**config.mk**
```make
export PLATFORM = sky130hd
export DESIGN_NAME = sound_frame_sequencer_flat
export DESIGN_NICKNAME = d
export VERILOG_FILES = /design/src/rtl/sound_frame_sequencer_if.sv /design/src/rtl/sound_frame_sequencer.sv /design/src/flat_wrapper.sv
export SDC_FILE = /design/constraint.sdc
export NUM_CORES = 1
export LEC_CHECK = 0
export CORE_MARGIN = 8
export CORE_UTILIZATION = 37
export CTS_BUF_LIST = sky130_fd_sc_hd__clkbuf_2
export DETAILED_ROUTE_END_ITERATION = 8
export PLACE_DENSITY = 0.57
export SYNTH_ARGS = -nofsm -noshare
export SYNTH_HDL_FRONTEND = slang
export SYNTH_SLANG_ARGS = --single-unit
```
**constraint.sdc**
```tcl
create_clock -name I_CLK -period 2.19 [get_ports I_CLK]
set_input_delay 0.3285 -clock I_CLK [delete_from_list [all_inputs] [get_ports I_CLK]]
set_output_delay 0.3285 -clock I_CLK [all_outputs]
set_load 0.01 [all_outputs]
```
**src/rtl/sound_frame_sequencer_if.sv**
```systemverilog
// Register-side controls and timing outputs for one square-wave channel sequencer.
// The master drives the NRx register strobes; the slave returns ticks and channel state.
interface sound_frame_sequencer_if;
    logic       I_SOUND_EN;
    logic       I_TRIGGER;
    logic       I_LENGTH_LOAD;
    logic [5:0] I_LENGTH_DATA;
    logic       I_LENGTH_EN;
    logic [3:0] I_ENV_INIT;
    logic       I_ENV_INC;
    logic [2:0] I_ENV_PERIOD;
    logic       O_CH_ON;
    logic [3:0] O_VOLUME;
    logic [2:0] O_FRAME_STEP;
    logic       O_LENGTH_TICK;
    logic       O_SWEEP_TICK;
    logic       O_ENV_TICK;

    modport master (
        output I_SOUND_EN, I_TRIGGER, I_LENGTH_LOAD, I_LENGTH_DATA,
        output I_LENGTH_EN, I_ENV_INIT, I_ENV_INC, I_ENV_PERIOD,
        input  O_CH_ON, O_VOLUME, O_FRAME_STEP,
        input  O_LENGTH_TICK, O_SWEEP_TICK, O_ENV_TICK
    );

    modport slave (
        input  I_SOUND_EN, I_TRIGGER, I_LENGTH_LOAD, I_LENGTH_DATA,
        input  I_LENGTH_EN, I_ENV_INIT, I_ENV_INC, I_ENV_PERIOD,
        output O_CH_ON, O_VOLUME, O_FRAME_STEP,
        output O_LENGTH_TICK, O_SWEEP_TICK, O_ENV_TICK
    );
endinterface

```
**src/rtl/sound_frame_sequencer.sv**
```systemverilog
// 512 Hz frame sequencer with length counter and volume envelope for one
// square-wave channel; tick pulses are shared with sibling channels.
module sound_frame_sequencer #(
    parameter int CLK_DIV = 8192
) (
    input  logic                  I_CLK,
    input  logic                  I_RESET_L,
    sound_frame_sequencer_if.slave bus
);
    localparam int              PW   = $clog2(CLK_DIV);
    localparam logic [PW-1:0]   LAST = PW'(CLK_DIV - 1);

    logic [PW-1:0] r_presc;
    logic [2:0]    r_step;
    logic          r_len_tick;
    logic          r_sweep_tick;
    logic          r_env_tick;
    logic          r_ch_on;
    logic [3:0]    r_vol;
    logic [6:0]    r_len_rem;
    logic [2:0]    r_env_cnt;

    logic          w_wrap;
    logic          w_len_ev;
    logic          w_env_ev;
    logic          w_dac_on;
    logic [6:0]    w_load_val;
    logic [6:0]    w_rem_base;
    logic [3:0]    w_vol_step;

    assign w_wrap     = (r_presc == LAST);
    assign w_len_ev   = w_wrap & ~r_step[0];
    assign w_env_ev   = w_wrap & (r_step == 3'd7);
    assign w_dac_on   = (bus.I_ENV_INIT != 4'd0) | bus.I_ENV_INC;
    assign w_load_val = 7'd64 - {1'b0, bus.I_LENGTH_DATA};
    // A trigger sharing the edge with a length load sees the freshly loaded value
    assign w_rem_base = bus.I_LENGTH_LOAD ? w_load_val : r_len_rem;

    always_comb begin
        w_vol_step = r_vol;
        if (bus.I_ENV_INC) begin
            if (r_vol != 4'd15) w_vol_step = r_vol + 4'd1;
        end else begin
            if (r_vol != 4'd0)  w_vol_step = r_vol - 4'd1;
        end
    end

    always_ff @(posedge I_CLK or negedge I_RESET_L) begin
        if (!I_RESET_L) begin
            r_presc      <= '0;
            r_step       <= 3'd0;
            r_len_tick   <= 1'b0;
            r_sweep_tick <= 1'b0;
            r_env_tick   <= 1'b0;
        end else if (!bus.I_SOUND_EN) begin
            r_presc      <= '0;
            r_step       <= 3'd0;
            r_len_tick   <= 1'b0;
            r_sweep_tick <= 1'b0;
            r_env_tick   <= 1'b0;
        end else begin
            r_presc      <= w_wrap ? '0 : r_presc + PW'(1);
            if (w_wrap) r_step <= r_step + 3'd1;
            r_len_tick   <= w_len_ev;
            r_sweep_tick <= w_wrap & (r_step[1:0] == 2'b10);
            r_env_tick   <= w_env_ev;
        end
    end

    always_ff @(posedge I_CLK or negedge I_RESET_L) begin
        if (!I_RESET_L) begin
            r_ch_on   <= 1'b0;
            r_len_rem <= 7'd0;
        end else if (!bus.I_SOUND_EN) begin
            r_ch_on   <= 1'b0;
            r_len_rem <= 7'd0;
        end else if (bus.I_TRIGGER) begin
            r_ch_on   <= w_dac_on;
            r_len_rem <= (w_rem_base == 7'd0) ? 7'd64 : w_rem_base;
        end else if (bus.I_LENGTH_LOAD) begin
            r_len_rem <= w_load_val;
        end else if (w_len_ev && bus.I_LENGTH_EN && r_len_rem != 7'd0) begin
            r_len_rem <= r_len_rem - 7'd1;
            if (r_len_rem == 7'd1) r_ch_on <= 1'b0;
        end
    end

    always_ff @(posedge I_CLK or negedge I_RESET_L) begin
        if (!I_RESET_L) begin
            r_vol     <= 4'd0;
            r_env_cnt <= 3'd0;
        end else if (!bus.I_SOUND_EN) begin
            r_vol     <= 4'd0;
        end else if (bus.I_TRIGGER) begin
            r_vol     <= bus.I_ENV_INIT;
            r_env_cnt <= bus.I_ENV_PERIOD;
        end else if (w_env_ev && bus.I_ENV_PERIOD != 3'd0) begin
            if (r_env_cnt > 3'd1) begin
                r_env_cnt <= r_env_cnt - 3'd1;
            end else begin
                r_env_cnt <= bus.I_ENV_PERIOD;
                r_vol     <= w_vol_step;
            end
        end
    end

    assign bus.O_CH_ON       = r_ch_on;
    assign bus.O_VOLUME      = r_vol;
    assign bus.O_FRAME_STEP  = r_step;
    assign bus.O_LENGTH_TICK = r_len_tick;
    assign bus.O_SWEEP_TICK  = r_sweep_tick;
    assign bus.O_ENV_TICK    = r_env_tick;
endmodule

```
**src/flat_wrapper.sv**
```systemverilog
// flat-port wrapper written by rule: the top's interface ports become plain ports
module sound_frame_sequencer_flat 
#(
    parameter int CLK_DIV = 8192
)
  (I_CLK, I_RESET_L, bus_I_SOUND_EN, bus_I_TRIGGER, bus_I_LENGTH_LOAD, bus_I_LENGTH_DATA, bus_I_LENGTH_EN, bus_I_ENV_INIT, bus_I_ENV_INC, bus_I_ENV_PERIOD, bus_O_CH_ON, bus_O_VOLUME, bus_O_FRAME_STEP, bus_O_LENGTH_TICK, bus_O_SWEEP_TICK, bus_O_ENV_TICK);
  sound_frame_sequencer_if bus_i ();
  input  logic I_CLK;
  input  logic I_RESET_L;
  input wire logic [$bits(bus_i.I_SOUND_EN)-1:0] bus_I_SOUND_EN;
  input wire logic [$bits(bus_i.I_TRIGGER)-1:0] bus_I_TRIGGER;
  input wire logic [$bits(bus_i.I_LENGTH_LOAD)-1:0] bus_I_LENGTH_LOAD;
  input wire logic [$bits(bus_i.I_LENGTH_DATA)-1:0] bus_I_LENGTH_DATA;
  input wire logic [$bits(bus_i.I_LENGTH_EN)-1:0] bus_I_LENGTH_EN;
  input wire logic [$bits(bus_i.I_ENV_INIT)-1:0] bus_I_ENV_INIT;
  input wire logic [$bits(bus_i.I_ENV_INC)-1:0] bus_I_ENV_INC;
  input wire logic [$bits(bus_i.I_ENV_PERIOD)-1:0] bus_I_ENV_PERIOD;
  output wire logic [$bits(bus_i.O_CH_ON)-1:0] bus_O_CH_ON;
  output wire logic [$bits(bus_i.O_VOLUME)-1:0] bus_O_VOLUME;
  output wire logic [$bits(bus_i.O_FRAME_STEP)-1:0] bus_O_FRAME_STEP;
  output wire logic [$bits(bus_i.O_LENGTH_TICK)-1:0] bus_O_LENGTH_TICK;
  output wire logic [$bits(bus_i.O_SWEEP_TICK)-1:0] bus_O_SWEEP_TICK;
  output wire logic [$bits(bus_i.O_ENV_TICK)-1:0] bus_O_ENV_TICK;
  assign bus_i.I_SOUND_EN = bus_I_SOUND_EN;
  assign bus_i.I_TRIGGER = bus_I_TRIGGER;
  assign bus_i.I_LENGTH_LOAD = bus_I_LENGTH_LOAD;
  assign bus_i.I_LENGTH_DATA = bus_I_LENGTH_DATA;
  assign bus_i.I_LENGTH_EN = bus_I_LENGTH_EN;
  assign bus_i.I_ENV_INIT = bus_I_ENV_INIT;
  assign bus_i.I_ENV_INC = bus_I_ENV_INC;
  assign bus_i.I_ENV_PERIOD = bus_I_ENV_PERIOD;
  assign bus_O_CH_ON = bus_i.O_CH_ON;
  assign bus_O_VOLUME = bus_i.O_VOLUME;
  assign bus_O_FRAME_STEP = bus_i.O_FRAME_STEP;
  assign bus_O_LENGTH_TICK = bus_i.O_LENGTH_TICK;
  assign bus_O_SWEEP_TICK = bus_i.O_SWEEP_TICK;
  assign bus_O_ENV_TICK = bus_i.O_ENV_TICK;
  sound_frame_sequencer #(.CLK_DIV(CLK_DIV)) u_core (.I_CLK(I_CLK), .I_RESET_L(I_RESET_L), .bus(bus_i));
endmodule
```
# Word-level counts from Yosys, hierarchy flattened
# Cells that the tools add are included.
# Widths: inputs -> output; s select.
# classes
add_sub_neg,7
magnitude_cmp,1
eq_ne,14
n_mux,28
bitwise,5
reduce_logical,12
# ops
op,n
$mux 7,6
$mux 4,7
$mux 13,2
$mux 3,5
$add 13x1->13 const B,1
$eq 13x13->1 const B,1
$ne 3x1->1 const B,3
$mux 1,8
$ne 4x1->1 const B,2
$reduce_bool 4->1,2
$eq 7x1->1 const B,1
$logic_not 7->1,1
$reduce_bool 7->1,1
$sub 7x1->7 const B,1
$sub 7x6->7 const A,1
$ne 3x3->1 const B,2
$add 4x1->4 const B,1
$ne 4x3->1 const B,1
$ne 4x4->1 const B,1
$reduce_and 4->1,1
$sub 4x1->4 const B,1
$add 3x1->3 const B,1
$and 1x1->1,3
$eq 3x3->1 const B,1
other kinds (11),13
# word_totals
reg_bits,34
output_inout_bits,11

# Longest topological paths before layout
# depth
depth_word,8
ltp_mapped,8

# Least setup slack after synthesis
# OpenSTA, ideal clock, no wires.
# synth_timing
kind,register -> register
startpoint,reg u_core.r_presc[0]
endpoint,"reg u_core.r_vol[3], in the netlist u_core.bus.O_VOLUME[3]"
arrival_ns,1.966
path_slack_ns,0.100
stages_incl_launch_ff,8
synth_period_minus_slack_ns,2.090
path_cell_list,dfrtp_1 ha_1 nand3_1 nor4_4 nor4bb_1 buf_4 mux2i_1 a211o_1
# synth_between
elab_chain_cells,5
# synth_rtl
item,line_no,text
start: declaration,sound_frame_sequencer.sv:13,logic [PW-1:0] r_presc;
start signal: assignment,sound_frame_sequencer.sv:62,r_presc <= w_wrap ? '0 : r_presc + PW'(1);
$eq 13x13->1,sound_frame_sequencer.sv:31,assign w_wrap = (r_presc == LAST);
$and 1x1->1,sound_frame_sequencer.sv:33,assign w_env_ev = w_wrap & (r_step == 3'd7);
$logic_and 1x1->1,sound_frame_sequencer.sv:97,end else if (w_env_ev && bus.I_ENV_PERIOD != 3'd0) begin
$ne 3x1->1 (no source line),-,
$reduce_and 4->1 (no source line),-,
end signal: assignment,sound_frame_sequencer.sv:95,r_vol <= bus.I_ENV_INIT;
end signal: assignment,sound_frame_sequencer.sv:102,r_vol <= w_vol_step;
end: declaration,sound_frame_sequencer.sv:19,logic [3:0] r_vol;
# No other way between the ends.
# A chain may end at the register's enable or synchronous reset.

# Worst setup path after layout
# layout_timing
startpoint,reg u_core.r_presc[0]
endpoint,reg u_core.r_env_cnt[1]
# layout_between
elab_chain_cells,5
# layout_rtl
item,line_no,text
$eq 13x13->1,sound_frame_sequencer.sv:31,
$and 1x1->1,sound_frame_sequencer.sv:33,
$logic_and 1x1->1,sound_frame_sequencer.sv:97,
$reduce_bool 2->1 (no source line),-,
$reduce_and 2->1 (no source line),-,
end signal: assignment,sound_frame_sequencer.sv:96,r_env_cnt <= bus.I_ENV_PERIOD;
end signal: assignment,sound_frame_sequencer.sv:99,r_env_cnt <= r_env_cnt - 3'd1;
end signal: assignment,sound_frame_sequencer.sv:101,r_env_cnt <= bus.I_ENV_PERIOD;
end: declaration,sound_frame_sequencer.sv:21,logic [2:0] r_env_cnt;
# No other way between the ends.

==> results.txt <==
The run finished with clean final reports. In this run, synthesis produced a sequential element count of 34. The highest fanout seen on the critical path came out at 8. The number of core rows is 28. The number of H-tree levels came out at 2. The worst setup margin came out at 0.195 ns. The overall die height is 93.2 µm. The final critical-path required period came out at 2.00 ns. The fraction of registers with async set/reset is 100%. The half-perimeter wire length of the detailed placement result is 4190 µm. The number of distinct library cell variants in the gate-level netlist after synthesis is 49.

The total standard cell area after synthesis came out at 2210 µm². The relative max-transition margin is 68.2%. The setup slack of the most critical reg-to-reg path came out at 0.19 ns.

The area added between synthesis and finish is 30.4%. The initial antenna violation count is 0. TritonCTS built the clock tree. The total power per unit cell area is 557 nW/µm². The most critical setup path has its startpoint at u_core.r_presc[0]. The die boundary width is 93.2 µm. Routability-driven placement finished with a final weighted congestion of ~0.8.

The minimum hold slack is around 0.33 ns. The Yosys step of the flow raised 0 warnings. The signal arrival time at the worst endpoint came out at 2.28 ns.

The routed via count is 2,012. The placed instances occupy a cell area of 2770 µm². The reg-to-reg critical path endpoint is u_core.r_env_cnt[1]. The quantity of I/O buffers inserted on ports is 30. The number of iterations in the first detailed-routing pass is 5. The number of design rule violations left after detail routing is 0.

After filler insertion, the fill cell instance count of the layout stands at ~560. The clock-pin slew of the registers on the worst-case setup and hold paths came out at approximately 0.18 ns. The share of the core filled with cells is 49.2%.

The full die area is 8690 µm². The sequential fraction of the synthesis area is 38.6%. The total setup violations reported at the end of the flow came out at 0. The count of clock tree sinks came out at 34. The clock passes through at most 2 buffers. The leakage component of the power is roughly 1.3 nW.

The CTS root buffer is sky130_fd_sc_hd__clkbuf_2. The number of clock buffers inserted by TritonCTS came out at 5. The maximum operating frequency is 501 MHz. The endpoint kind of the worst setup timing path is a flop. The clock reaches the later pin of the worst-skew pair after 0.38 ns. The most common cell in the netlist is sky130_fd_sc_hd__dfrtp_1. After routing, the total negative slack on setup checks comes to 0 ns.

The number of nets handed over by synthesis was 279. The routed wire length per instance is 14.6 µm. The filler-free cell count of the finished design is 380.

The count of pins on the block boundary came out at 31. The count of nets left with antenna violations after detail routing is 0. The data required time at the worst endpoint came out at 2.48 ns.

Of all cell types, the one taking the most synthesized area is sky130_fd_sc_hd__dfrtp_1. Entering global routing, the biggest net connects 35 pins. Of the cells placed in the final design, the portion with a size suffix greater than 1 is 13.1%. STA classifies the critical path startpoint as a flop. Setup repair after global routing left no endpoint under its margin. The number of global-route vias before repair was 1,964.

The number of violations reported at the end of detailed-routing iteration 0 came out at 99. The max-slew violation total from the final report came out at 0. The area inside the core boundary is approximately 5900 µm².

The total global routing overflow is 0. The mean instance size in the synthesized netlist came out at just under 9 µm². Of the available clock period, the critical path in the final layout requires 91.1%. The worst setup path category is flop to flop. At the pin with the least slew margin, the transition time is 0.477 ns. Counting instances in the post-synthesis netlist gives the leading cell types as 34 x sky130_fd_sc_hd__dfrtp_1, 33 x sky130_fd_sc_hd__nor2_1, 17 x sky130_fd_sc_hd__inv_1. For the worst flop-to-flop path, the logic depth is 7. The number of antenna diodes in the final layout is 0. The global-route wire length before repair is approximately 9400 µm. The post-route total power came out at 1.60 mW.

The initial utilization of the core area, before any placement, comes to 37.7%. The pre-CTS worst setup slack came out at -0.267 ns. The instance count of the mapped netlist is 247. The final count of hold timing violations came out at 0. After synthesis, the largest area contributor takes up 38.6% of total cell area. The count of maximum capacitance violations is 0.

The clock skew came out at 0.00747 ns. Among all flip-flop cells after synthesis, the most frequent one is sky130_fd_sc_hd__dfrtp_1. The worst register-to-register path begins at u_core.r_presc[0]. The routed wire length is 5560 µm.

The worst-case vdd ir drop is roughly 250 µV. By area the synthesized netlist is led by sky130_fd_sc_hd__dfrtp_1 39%, sky130_fd_sc_hd__ha_1 6.2%, sky130_fd_sc_hd__nor2_1 5.6%. The count of placed standard cells including taps came out at ~370. The total routing resource utilization after global routing is 13.4%.

The final design instance area without fill is about 2900 µm². In this run the worst hold path is classified as input pin to asynchronous set/reset pin. The number of synthesized flops with an enable pin is 0. The final net count came out at 336.

The number of vias per cell is 5.29.
## cell usage in the layout, fill, tap and decap left out, drive strengths merged, types with 2 or more instances in the layout
| master | instances |
|---|---|
| a21oi | 13 |
| and3 | 7 |
| buf | 27 |
| bufinv | 2 |
| clkbuf | 5 |
| clkdlybuf4s50 | 30 |
| dfrtp | 34 |
| ha | 11 |
| inv | 17 |
| mux2i | 7 |
| nand2 | 12 |
| nand2b | 6 |
| nand3 | 12 |
| nand4 | 4 |
| nor2 | 33 |
| nor2b | 2 |
| nor3 | 8 |
| nor3b | 2 |
| nor4 | 4 |
| o2111ai | 3 |
| o211ai | 3 |
| o21a | 2 |
| o21ai | 13 |
| o311ai | 2 |
| o31a | 2 |
| or3 | 2 |
| or4 | 5 |
| or4b | 2 |
| xnor2 | 12 |
| xor2 | 6 |
## report_power, final
| group | switching, mW | internal, mW | leakage (nW) |
|---|---|---|---|
| Combinational | 0.190 | 0.169 | 0.764 |
| Clock | 0.221 | 0.304 | 0.0506 |
| Sequential | 0.0439 | 0.674 | 0.454 |
## registers in the layout, indices dropped and copies added (netlist names)
name,cells
u_core.r_presc,13
u_core.r_len_rem,7
u_core.bus.O_VOLUME,4
u_core.bus.O_FRAME_STEP,3
u_core.r_env_cnt,3
u_core.bus.O_CH_ON,1
u_core.bus.O_ENV_TICK,1
u_core.bus.O_LENGTH_TICK,1
u_core.bus.O_SWEEP_TICK,1
## repair_timing
item,in CTS,in global routing
endpoints found under the setup margin,4,1
pin swaps,0,1
endpoints found under the hold margin,0,0
resized for setup,2,0
hold buffers,0,0
setup buffers,0,0
## logic make-up after synthesis
logic type                 after synthesis  share of synthesized area [%]
xor gates and xnor gates                18                           7.15
and+or+nand+nor                        105                           25.9
AOI/OAI and AO/OA                       46                           13.3
DFF                                     34                           38.6
adders and majority gates               12                           7.15
muxes                                    8                           3.69
buffers and inverters                   24                           4.25
## area by class of cell
| type | count | area (µm²) | area share (%) |
|---|---|---|---|
| Multi-Input combinational cell | 189 | 1280 | 44.4 |
| Sequential cell | 34 | 851 | 29.6 |
| Timing Repair Buffer | 57 | 503 | 17.5 |
| Tap cell | 75 | 93.8 | 3.26 |
| Clock inverter | 3 | 63.8 | 2.22 |
| Inverter | 17 | 63.8 | 2.22 |
| Clock buffer | 5 | 25.0 | 0.870 |
## how the worst max path moves through the flow
stage	to	slack [ns]	cells past startpoint
floorplan	u_core.bus.O_VOLUME[3]	0.10	7
global placement	u_core.bus.O_VOLUME[3]	-0.22	6
detailed placement	u_core.bus.O_VOLUME[3]	-0.27	6
CTS	u_core.bus.O_VOLUME[3]	0.11	6
global route	u_core.bus.O_VOLUME[3]	0.05	6
finish	u_core.r_env_cnt[1]	0.19	7
## per-layer routing
metal  track usage [%]  vias up  routed length (µm)
met2              20.8       42                2570
met5                 0        -                   0
met4              5.10        0                  88
li1                  -      997                   -
met1              17.6      966                2620
met3              3.04        7                 284
## critical path, stage by stage, from the launching register on
cell and delay (ns):
sky130_fd_sc_hd__dfrtp_1 0.38, sky130_fd_sc_hd__ha_1 0.17, sky130_fd_sc_hd__nand3_1 0.14, sky130_fd_sc_hd__nor4_4 0.35, sky130_fd_sc_hd__buf_4 0.24, sky130_fd_sc_hd__a21oi_1 0.10, sky130_fd_sc_hd__nand2b_1 0.20, sky130_fd_sc_hd__mux2_1 0.33
No activity file was read; power rests on OpenSTA's default activity.
